File: config.mk
export PLATFORM = sky130hd
export DESIGN_NAME = spi_cmd_sched_flat
export DESIGN_NICKNAME = d
export VERILOG_FILES = /design/src/rtl/spi_cmd_sched_if.sv /design/src/rtl/spi_cmd_sched.sv /design/src/flat_wrapper.sv
export SDC_FILE = /design/constraint.sdc
export NUM_CORES = 1
export LEC_CHECK = 0
export ABC_AREA = 1
export CAP_MARGIN = 25
export CELL_PAD_IN_SITES_DETAIL_PLACEMENT = 2
export CELL_PAD_IN_SITES_GLOBAL_PLACEMENT = 2
export CORE_MARGIN = 4
export CORE_UTILIZATION = 31
export CTS_CLUSTER_DIAMETER = 40
export DETAILED_ROUTE_END_ITERATION = 6
export MAX_ROUTING_LAYER = met4
export PLACE_DENSITY_LB_ADDON = 0.12
export SYNTH_ARGS = -nofsm -noshare
export SYNTH_HDL_FRONTEND = slang
export SYNTH_SLANG_ARGS = --single-unit
File: constraint.sdc
create_clock -name clk -period 2.8 [get_ports clk]
set_clock_uncertainty 0.2 [all_clocks]
set_input_delay 0.84 -clock clk [delete_from_list [all_inputs] [get_ports clk]]
set_output_delay 0.84 -clock clk [all_outputs]
set_load 0.05 [all_outputs]
File: src/rtl/spi_cmd_sched_if.sv
// Request/grant and SPI-side signals of the command scheduler.
// master: the requester / SPI state machine side. slave: the scheduler.
interface spi_cmd_sched_if #(
  parameter int CNT_W = 8
);
  logic             req_wr;
  logic             req_rd;
  logic             req_fifo;
  logic [CNT_W-1:0] fifo_words;
  logic             spi_done;
  logic             err_clr;
  logic [3:0]       cmd;
  logic [CNT_W-1:0] fifo_pk_sz;
  logic             gnt_wr;
  logic             gnt_rd;
  logic             gnt_fifo;
  logic             xfer_done;
  logic             spi_abort;
  logic             busy;
  logic             timeout_err;

  modport master (
    output req_wr, req_rd, req_fifo, fifo_words, spi_done, err_clr,
    input  cmd, fifo_pk_sz, gnt_wr, gnt_rd, gnt_fifo, xfer_done, spi_abort,
           busy, timeout_err
  );

  modport slave (
    input  req_wr, req_rd, req_fifo, fifo_words, spi_done, err_clr,
    output cmd, fifo_pk_sz, gnt_wr, gnt_rd, gnt_fifo, xfer_done, spi_abort,
           busy, timeout_err
  );
endinterface

File: src/rtl/spi_cmd_sched.sv
// Round-robin command scheduler in front of the SPI slave state machine.
// Grants one of register write / register read / FIFO packet send, issues a
// single CMD pulse, then holds the grant until the expected DONE pulses arrive.
// A watchdog aborts a transfer whose DONE pulses stop coming.
//
// state    | meaning
// ---------+-----------------------------------------------------------
// ST_IDLE  | no transfer; arbitrate eligible requests each cycle
// ST_ISSUE | one cycle: grant asserted, cmd and packet size presented
// ST_WAIT  | grant held; count DONE pulses, watchdog running
// ST_DONE  | one cycle: xfer_done pulse, grant still high
// ST_ABORT | one cycle: spi_abort pulse, grant already dropped
module spi_cmd_sched #(
  parameter int TIMEOUT = 1024,
  parameter int CNT_W   = 8
) (
  input  logic            clk,
  input  logic            rst,
  spi_cmd_sched_if.slave  bus
);
  localparam int              WD_W    = (TIMEOUT > 2) ? $clog2(TIMEOUT) : 1;
  localparam logic [WD_W-1:0] WD_LAST = WD_W'(TIMEOUT - 1);

  localparam logic [1:0] T_WR   = 2'd0;
  localparam logic [1:0] T_RD   = 2'd1;
  localparam logic [1:0] T_FIFO = 2'd2;

  typedef enum logic [2:0] {
    ST_IDLE,
    ST_ISSUE,
    ST_WAIT,
    ST_DONE,
    ST_ABORT
  } state_t;

  state_t           state;
  logic [1:0]       ptr;
  logic [CNT_W-1:0] remaining;
  logic [WD_W-1:0]  wdog;

  logic [3:0] elig;
  logic [1:0] cand1;
  logic [1:0] cand2;
  logic [1:0] win;
  logic       found;

  assign bus.busy = (state != ST_IDLE);

  // Round-robin pick: search from ptr in WR -> RD -> FIFO order; a FIFO
  // request with an empty packet is not eligible.
  always_comb begin
    elig  = {1'b0, bus.req_fifo && (bus.fifo_words != '0), bus.req_rd, bus.req_wr};
    cand1 = (ptr == 2'd2) ? 2'd0 : ptr + 2'd1;
    cand2 = (ptr == 2'd0) ? 2'd2 : ptr - 2'd1;
    found = |elig;
    win   = ptr;
    if (elig[ptr])        win = ptr;
    else if (elig[cand1]) win = cand1;
    else if (elig[cand2]) win = cand2;
  end

  // Scheduler FSM with registered grant, command and pulse outputs.
  always_ff @(posedge clk or negedge rst) begin
    if (!rst) begin
      state           <= ST_IDLE;
      ptr             <= T_WR;
      remaining       <= '0;
      wdog            <= '0;
      bus.cmd         <= 4'd0;
      bus.fifo_pk_sz  <= '0;
      bus.gnt_wr      <= 1'b0;
      bus.gnt_rd      <= 1'b0;
      bus.gnt_fifo    <= 1'b0;
      bus.xfer_done   <= 1'b0;
      bus.spi_abort   <= 1'b0;
      bus.timeout_err <= 1'b0;
    end else begin
      bus.xfer_done <= 1'b0;
      bus.spi_abort <= 1'b0;
      // Clear first so that an abort in the same cycle overrides it.
      if (bus.err_clr) bus.timeout_err <= 1'b0;

      case (state)
        ST_IDLE: begin
          if (found) begin
            state        <= ST_ISSUE;
            ptr          <= (win == 2'd2) ? 2'd0 : win + 2'd1;
            bus.gnt_wr   <= (win == T_WR);
            bus.gnt_rd   <= (win == T_RD);
            bus.gnt_fifo <= (win == T_FIFO);
            if (win == T_FIFO) begin
              remaining      <= bus.fifo_words;
              bus.fifo_pk_sz <= bus.fifo_words - CNT_W'(1);
              bus.cmd        <= 4'd1;
            end else begin
              remaining      <= CNT_W'(1);
              bus.fifo_pk_sz <= '0;
              bus.cmd        <= (win == T_RD) ? 4'd2 : 4'd3;
            end
          end
        end
        ST_ISSUE: begin
          bus.cmd <= 4'd0;
          wdog    <= '0;
          state   <= ST_WAIT;
        end
        ST_WAIT: begin
          if (bus.spi_done) begin
            wdog      <= '0;
            remaining <= remaining - CNT_W'(1);
            if (remaining == CNT_W'(1)) begin
              state         <= ST_DONE;
              bus.xfer_done <= 1'b1;
            end
          end else if (wdog == WD_LAST) begin
            state           <= ST_ABORT;
            bus.spi_abort   <= 1'b1;
            bus.timeout_err <= 1'b1;
            bus.gnt_wr      <= 1'b0;
            bus.gnt_rd      <= 1'b0;
            bus.gnt_fifo    <= 1'b0;
          end else begin
            wdog <= wdog + WD_W'(1);
          end
        end
        ST_DONE: begin
          bus.gnt_wr   <= 1'b0;
          bus.gnt_rd   <= 1'b0;
          bus.gnt_fifo <= 1'b0;
          state        <= ST_IDLE;
        end
        ST_ABORT: begin
          wdog  <= '0;
          state <= ST_IDLE;
        end
        default: state <= ST_IDLE;
      endcase
    end
  end
endmodule

File: src/flat_wrapper.sv
// flat-port wrapper written by rule: the top's interface ports become plain ports
module spi_cmd_sched_flat 
#(
  parameter int TIMEOUT = 1024,
  parameter int CNT_W   = 8
)
  (clk, rst, bus_req_wr, bus_req_rd, bus_req_fifo, bus_fifo_words, bus_spi_done, bus_err_clr, bus_cmd, bus_fifo_pk_sz, bus_gnt_wr, bus_gnt_rd, bus_gnt_fifo, bus_xfer_done, bus_spi_abort, bus_busy, bus_timeout_err);
  spi_cmd_sched_if #(.CNT_W(CNT_W)) bus_i ();
  input  logic clk;
  input  logic rst;
  input wire logic [$bits(bus_i.req_wr)-1:0] bus_req_wr;
  input wire logic [$bits(bus_i.req_rd)-1:0] bus_req_rd;
  input wire logic [$bits(bus_i.req_fifo)-1:0] bus_req_fifo;
  input wire logic [$bits(bus_i.fifo_words)-1:0] bus_fifo_words;
  input wire logic [$bits(bus_i.spi_done)-1:0] bus_spi_done;
  input wire logic [$bits(bus_i.err_clr)-1:0] bus_err_clr;
  output wire logic [$bits(bus_i.cmd)-1:0] bus_cmd;
  output wire logic [$bits(bus_i.fifo_pk_sz)-1:0] bus_fifo_pk_sz;
  output wire logic [$bits(bus_i.gnt_wr)-1:0] bus_gnt_wr;
  output wire logic [$bits(bus_i.gnt_rd)-1:0] bus_gnt_rd;
  output wire logic [$bits(bus_i.gnt_fifo)-1:0] bus_gnt_fifo;
  output wire logic [$bits(bus_i.xfer_done)-1:0] bus_xfer_done;
  output wire logic [$bits(bus_i.spi_abort)-1:0] bus_spi_abort;
  output wire logic [$bits(bus_i.busy)-1:0] bus_busy;
  output wire logic [$bits(bus_i.timeout_err)-1:0] bus_timeout_err;
  assign bus_i.req_wr = bus_req_wr;
  assign bus_i.req_rd = bus_req_rd;
  assign bus_i.req_fifo = bus_req_fifo;
  assign bus_i.fifo_words = bus_fifo_words;
  assign bus_i.spi_done = bus_spi_done;
  assign bus_i.err_clr = bus_err_clr;
  assign bus_cmd = bus_i.cmd;
  assign bus_fifo_pk_sz = bus_i.fifo_pk_sz;
  assign bus_gnt_wr = bus_i.gnt_wr;
  assign bus_gnt_rd = bus_i.gnt_rd;
  assign bus_gnt_fifo = bus_i.gnt_fifo;
  assign bus_xfer_done = bus_i.xfer_done;
  assign bus_spi_abort = bus_i.spi_abort;
  assign bus_busy = bus_i.busy;
  assign bus_timeout_err = bus_i.timeout_err;
  spi_cmd_sched #(.TIMEOUT(TIMEOUT), .CNT_W(CNT_W)) u_core (.clk(clk), .rst(rst), .bus(bus_i));
endmodule
==> metrics, run 1 <==
status=complete, no violations; Nets=406; Distinct cells, synth=41; Worst EP arrival=2.70 ns; Ys Warns=0; dpl ws=-0.230 ns; clock slew at reported path FFs=0.08 ns; CP Launch Type=input port; share of cells above drive strength 1=18.5%; H-tree levels=2; CP Class=input port to register; post-synth top area cell=dfrtp_1; Seq/Total Area, Yosys=40.5%; total grt overflow=0; Residual DRC=0; Max-cap violations=0; Peak Freq=375 MHz; worst slew pin tran=0.507 ns; drt total wl=7960 microns; internal power=1.73 mW; flop2flop setup slack=0.45 ns; worst endpoint required time=2.83 ns; #FFs+latches synth=39; Leak=1.56 nW; DR WL/cell=16.5 microns; first-pass GRT wire length=12800 microns; Avg Cell Area, Syn=7.56 sq um; Post-synth top flop=dfrtp_1; pwr dens=1100 nW/um^2; Hold Path Class=input port to async pin; CTS Buf Count=5; number of synthesized flops with an enable pin=0; DP HPWL=5810 microns; Cell Rows=31; cell area after placement=3050 sq um; max-slew violations=0; CTS Root Cell=clkbuf_8; Iteration-0 DRC Markers=43; commonest cells after routing, fill and taps aside=64 x nand2_1, 46 x nor2_1, 45 x inv_1, 39 x dfrtp_1, 28 x clkdlybuf4s50_1; total core area=7410 sq um; Design Area, Final=3220 sq um; dominant cells by area after synthesis=dfrtp_1 40%, nand2_1 10%, inv_1 7.3%; DRT antenna net count=0; CTS tree=done; number of I/O pins=34; RR Endpoint=u_core.remaining[4]; Die Y=96.2 microns; combinational share of power=62.3%; gpl congestion=0.776; via count=2376; Die ar.=9260 sq um; Sw Share=51.1%; Setup Viol. Count Final=0; CTS Hold Bufs=0; CP max FO=6; Clock Power Share=11.5%; Clock Sinks=39; cells on worst reg2reg path=13; All-Layer GR Usage=18.4%; Final WS setup=0.132 ns; ys async rst share=100%; capturing element type of the critical path=register; Switch Pwr=1.81 mW; Tcrit/Tclk final=95.3%; synth-to-layout area growth=33.5%; width of the die=96.2 microns; VDD IR max=388 uV; Worst-Skew Late Latency=0.30 ns; detail-routed via count per cell=4.92; pin count of the biggest net entering global routing=23; n_diodes=0; Mapped Cells=319; initial antenna violation count=0; Initial DRT Pass Iterations=4; Slew headroom=66.1%; maximum buffer depth of the clock tree=2; vias in the first global route=2623; min Tclk post-route=2.67 ns; Initial Util=32.6%; sequential fraction of design power=26.3%; top cell type's share of synthesized area=40.5%; Final Hold Fails=0; Mapped Area=2410 sq um; I/O Buffers=31; Critical R2R Launch=u_core.ptr[0]; commonest non-fill, non-tap cell in the layout=nand2_1
[Yosys cell counts (2+ instances only)]
| master | count |
|---|---|
| inv_1 | 47 |
| nand3_1 | 11 |
| dfrtp_1 | 39 |
| xor2_1 | 6 |
| nand2_1 | 66 |
| nand2_2 | 3 |
| buf_4 | 2 |
| o21ai_0 | 7 |
| o21ai_1 | 9 |
| nand4_1 | 6 |
| a2bb2oi_1 | 2 |
| nor2_4 | 3 |
| nor2_2 | 5 |
| a21oi_1 | 21 |
| nor2_1 | 47 |
| nand3b_1 | 7 |
| xnor2_1 | 2 |
| ha_1 | 7 |
| o21bai_1 | 2 |
| nor3_1 | 6 |
[power by group through the flow]
| stage | logic (mW) | registers [mW] | clock network, mW |
|---|---|---|---|
| after floorplan | 1.12 | 1.16 | 0 |
| after global placement | 2.00 | 0.925 | 0 |
| after detailed placement | 2.06 | 0.940 | 0 |
| after CTS | 2.09 | 0.931 | 0.416 |
| after global routing | 2.45 | 0.958 | 0.447 |
| final | 2.20 | 0.928 | 0.405 |
[kinds of logic (layout without fill, tap and decap cells)]
kind of cell,after synthesis,in the layout,share of synthesized area (%)
simple gates,161,163,31.4
buf+inv,53,115,9.08
compound gates,50,50,12.4
flops,39,39,40.5
xor+xnor,8,8,2.90
fa+ha+maj,7,7,3.63
other cells,1,2,0.155
[area by class of cell]
| class | count | area, sq um |
|---|---|---|
| multi-input cells | 230 | 1300 |
| flip-flops and latches | 39 | 976 |
| fillers | 887 | 4190 |
| inverters | 49 | 189 |
| clock inverters | 1 | 5.00 |
| repair buffers | 59 | 541 |
| well taps | 99 | 124 |
| clock buffers | 6 | 82.6 |
[layer usage]
metal	routed length, microns	track usage (%)	up-vias
met3	179	3.05	7
met2	4200	31.6	36
met5	0	-	-
met1	3480	22.4	1183
li1	-	-	1150
met4	102	4.62	0
[critical path, stage by stage]
cell and delay, ns:
clkdlybuf4s50_1 0.42, inv_2 0.09, ha_4 0.15, nand2_1 0.08, nor2_1 0.12, nand2_1 0.07
nand3_1 0.10, nand2_2 0.08, nor2_2 0.11, nand2_1 0.07, nand2_2 0.08, nand2_4 0.10
nand2_8 0.11, nand3b_1 0.13, a21oi_2 0.16
[per-stage QoR]
stage	hold slack [ns]	power (mW)	util, %	setup TNS, ns	instances
6_report	0.286	3.54	43.5	0	483
5_1_grt	0.308	3.85	43.5	-0.0335	483
4_1_cts	0.294	3.44	42.3	0	481
3_5_place_dp	0.285	3.00	41.1	-4.50	474
3_3_place_gp	0.270	2.93	41.1	-2.84	474
2_1_floorplan	0.272	2.28	-	0	320
[repair_timing]
item | in CTS | in global routing
setup endpoints to repair | 0 | 21
resized for setup | 0 | 16
buffers inserted | 0 | 0
[worst max-delay path by stage]
stage,endpoint,from,cells past startpoint,slack (ns)
final,u_core.remaining[4],bus_fifo_words[0],15,0.13
after global placement,u_core.bus.fifo_pk_sz[7],bus_fifo_words[0],14,-0.17
after CTS,u_core.bus.cmd[1],bus_fifo_words[1],15,0.08
after floorplan,u_core.remaining[6],bus_fifo_words[0],11,0.32
after detailed placement,u_core.bus.cmd[1],bus_fifo_words[1],15,-0.23
after global routing,u_core.remaining[4],bus_fifo_words[0],15,-0.02
[sequential cells by signal, summed over array words and instances (netlist names)]
signal                  count
u_core.remaining            8
u_core.bus.spi_abort        1
u_core.bus.timeout_err      1
u_core.wdog                10
u_core.bus.gnt_fifo         1
u_core.state                3
u_core.bus.xfer_done        1
u_core.ptr                  2
u_core.bus.gnt_rd           1
u_core.bus.gnt_wr           1
u_core.bus.cmd              2
u_core.bus.fifo_pk_sz       8
No activity file was read; power rests on OpenSTA's default activity.
==> run 2, diff against run 1 <==
--- a/config.mk
+++ b/config.mk
@@ -9,6 +9,7 @@
 export CAP_MARGIN = 25
 export CELL_PAD_IN_SITES_DETAIL_PLACEMENT = 2
 export CELL_PAD_IN_SITES_GLOBAL_PLACEMENT = 2
+export CORE_ASPECT_RATIO = 1.1
 export CORE_MARGIN = 4
 export CORE_UTILIZATION = 31
 export CTS_CLUSTER_DIAMETER = 40
==> run 2 against run 1 <==
Effect of this change:
- utilization is 0.85 points lower
- global-route usage is 0.91 points lower
- sequential power hardly changed
- clock power hardly changed
- sequential share of layout area is 0.17 points higher
- power is 0.46% lower
- largest power group unchanged
==> metrics, run 2 (same netlist as run 1, synthesis figures left out) <==
synth-to-layout area growth=32.8%; Tcrit/Tclk final=96.5%; Setup TNS=0 ns; Initial Util=32.1%; total core area=7510 sq um; drt total wl=7700 microns; Worst-Skew Late Latency=0.30 ns; Stages on worst setup path=16; commonest cells after routing, fill and taps aside=65 x nand2_1, 47 x inv_1, 47 x nor2_1, 39 x dfrtp_1, 29 x clkdlybuf4s50_1; CTS Root Cell=clkbuf_8; Pwr Total=3.52 mW; number of I/O pins=34; fill count=906; Final Util=42.6%; Cell Rows=33; min Tclk post-route=2.70 ns; Nets=406; worst endpoint required time=2.79 ns; I/O Buffers=31; cell area after placement=3050 sq um; Biggest register=u_core.wdog; Hold Path Class=register to register; CP peak stage delay=0.42 ns; crit path cell chain=clkdlybuf4s50_1 > inv_1 > ha_4 > nand2_1 > nor2_1 > nand2_1 > nand3_1 > nand2_1 > nor2_1 > nand2_1 > nand2_1 > nand2_2 > nand2_4 > nand3_4 > nand2_1 > inv_1; CTS tree=done; DRT antenna net count=0; All-Layer GR Usage=17.5%; CTS Buf Count=5; maximum buffer depth of the clock tree=2; Design Area, Final=3200 sq um; Iteration-0 DRC Markers=60; Worst EP arrival=2.70 ns; gpl congestion=0.803; share of cells above drive strength 1=17.2%; worst path bufs/invs=3; Leak=1.55 nW; total grt overflow=0; vias in the first global route=2582; max-slew violations=0; capturing element type of the critical path=register; Die ar.=9260 sq um; Setup Viol. Count Final=0; CP Launch Type=input port; DR WL/cell=15.7 microns; area occupied by multi-input gates=1290 sq um; n_diodes=0; Largest regs=u_core.wdog: 10 flops, u_core.bus.fifo_pk_sz: 8 flops, u_core.remaining: 8 flops; width of the die=92.1 microns; worst slew pin tran=0.532 ns; H-tree levels=2; status=complete, no violations; via count=2326; VDD IR max=370 uV; Post-CTS Setup Bufs=0; fin cells=489; Top delay family on crit path=simple AND/OR/NAND/NOR gates; first-pass GRT wire length=12500 microns; pin count of the biggest net entering global routing=40; Slowest-stage cell, CP=clkdlybuf4s50_1; register area=976 sq um; max reg flops=10; cells on worst reg2reg path=14; Max-cap violations=0; commonest non-fill, non-tap cell in the layout=nand2_1; Initial DRT Pass Iterations=4; Peak Freq=370 MHz; Final Hold Fails=0; Slew headroom=64.2%; Die Y=101 microns; critical path's most frequent cell=nand2_1; clock slew at reported path FFs=0.07 ns; pwr dens=1100 nW/um^2; Residual DRC=0; detail-routed via count per cell=4.76; initial antenna violation count=0; CP max FO=6; Placed Cells=479; CP Class=input port to register; Hold Path Stages=2; Clock Sinks=39; DP HPWL=5820 microns
==> run 2: cell count changes in the layout (fill, tap and decap cells not counted), sizes merged <==
cell           delta
buf               -1
clkdlybuf4s50     +1
dlymetal6s2s      -1
nand2             +1
==> run 2: per-layer routing <==
layer,part of all wire (%),track usage [%],up-vias
li1,-,-,1150
met1,42,19.7,1138
met2,54,31.8,26
met3,2.0,2.54,12
met4,1.6,5.94,0
met5,0,-,-
==> run 2: path summary, 6_finish.rpt <==
kind	start	to	slack [ns]
max in group asynchronous	rst	u_core.state[0]	1.63
max reg2reg	u_core.ptr[0]	u_core.bus.cmd[1]	0.36
min reg2reg	u_core.bus.gnt_wr	u_core.bus.gnt_wr	0.29
min in group asynchronous	rst	u_core.wdog[8]	0.40
max	bus_fifo_words[0]	u_core.bus.cmd[1]	0.1
min	u_core.bus.gnt_wr	u_core.bus.gnt_wr	0.29
==> run 2: report_power, final <==
part	internal, mW	switching [mW]
combinational	0.777	1.41
clock	0.194	0.210
sequential	0.759	0.167
total	1.73	1.79
==> run 2: worst min-delay path: stages, from the launching register on <==
cell and delay [ns]:
dfrtp_1 0.35, nand2_1 0.06, nand2_1 0.05
==> run 2: cell type report <==
cell class	instances	share of cell area, %
timing repair buffer	58	16.6
multi-input combinational	231	40.2
clock buffer	6	2.58
sequential	39	30.5
tap	105	4.10
inverter	49	5.90
clock inverter	1	0.156
==> run 2: repair_timing <==
action / 4_1_cts / 5_1_grt
hold buffers: 0 / 0
gates resized for setup: 0 / 9
setup endpoints to repair: 0 / 19
==> run 2: metrics by stage <==
step           hold slack (ns)  worst slack [ns]
2_1_floorplan            0.272             0.322
5_1_grt                  0.324           -0.0515
3_3_place_gp             0.265            -0.204
6_report                 0.292            0.0977
3_5_place_dp             0.279            -0.275
4_1_cts                  0.297            0.0441
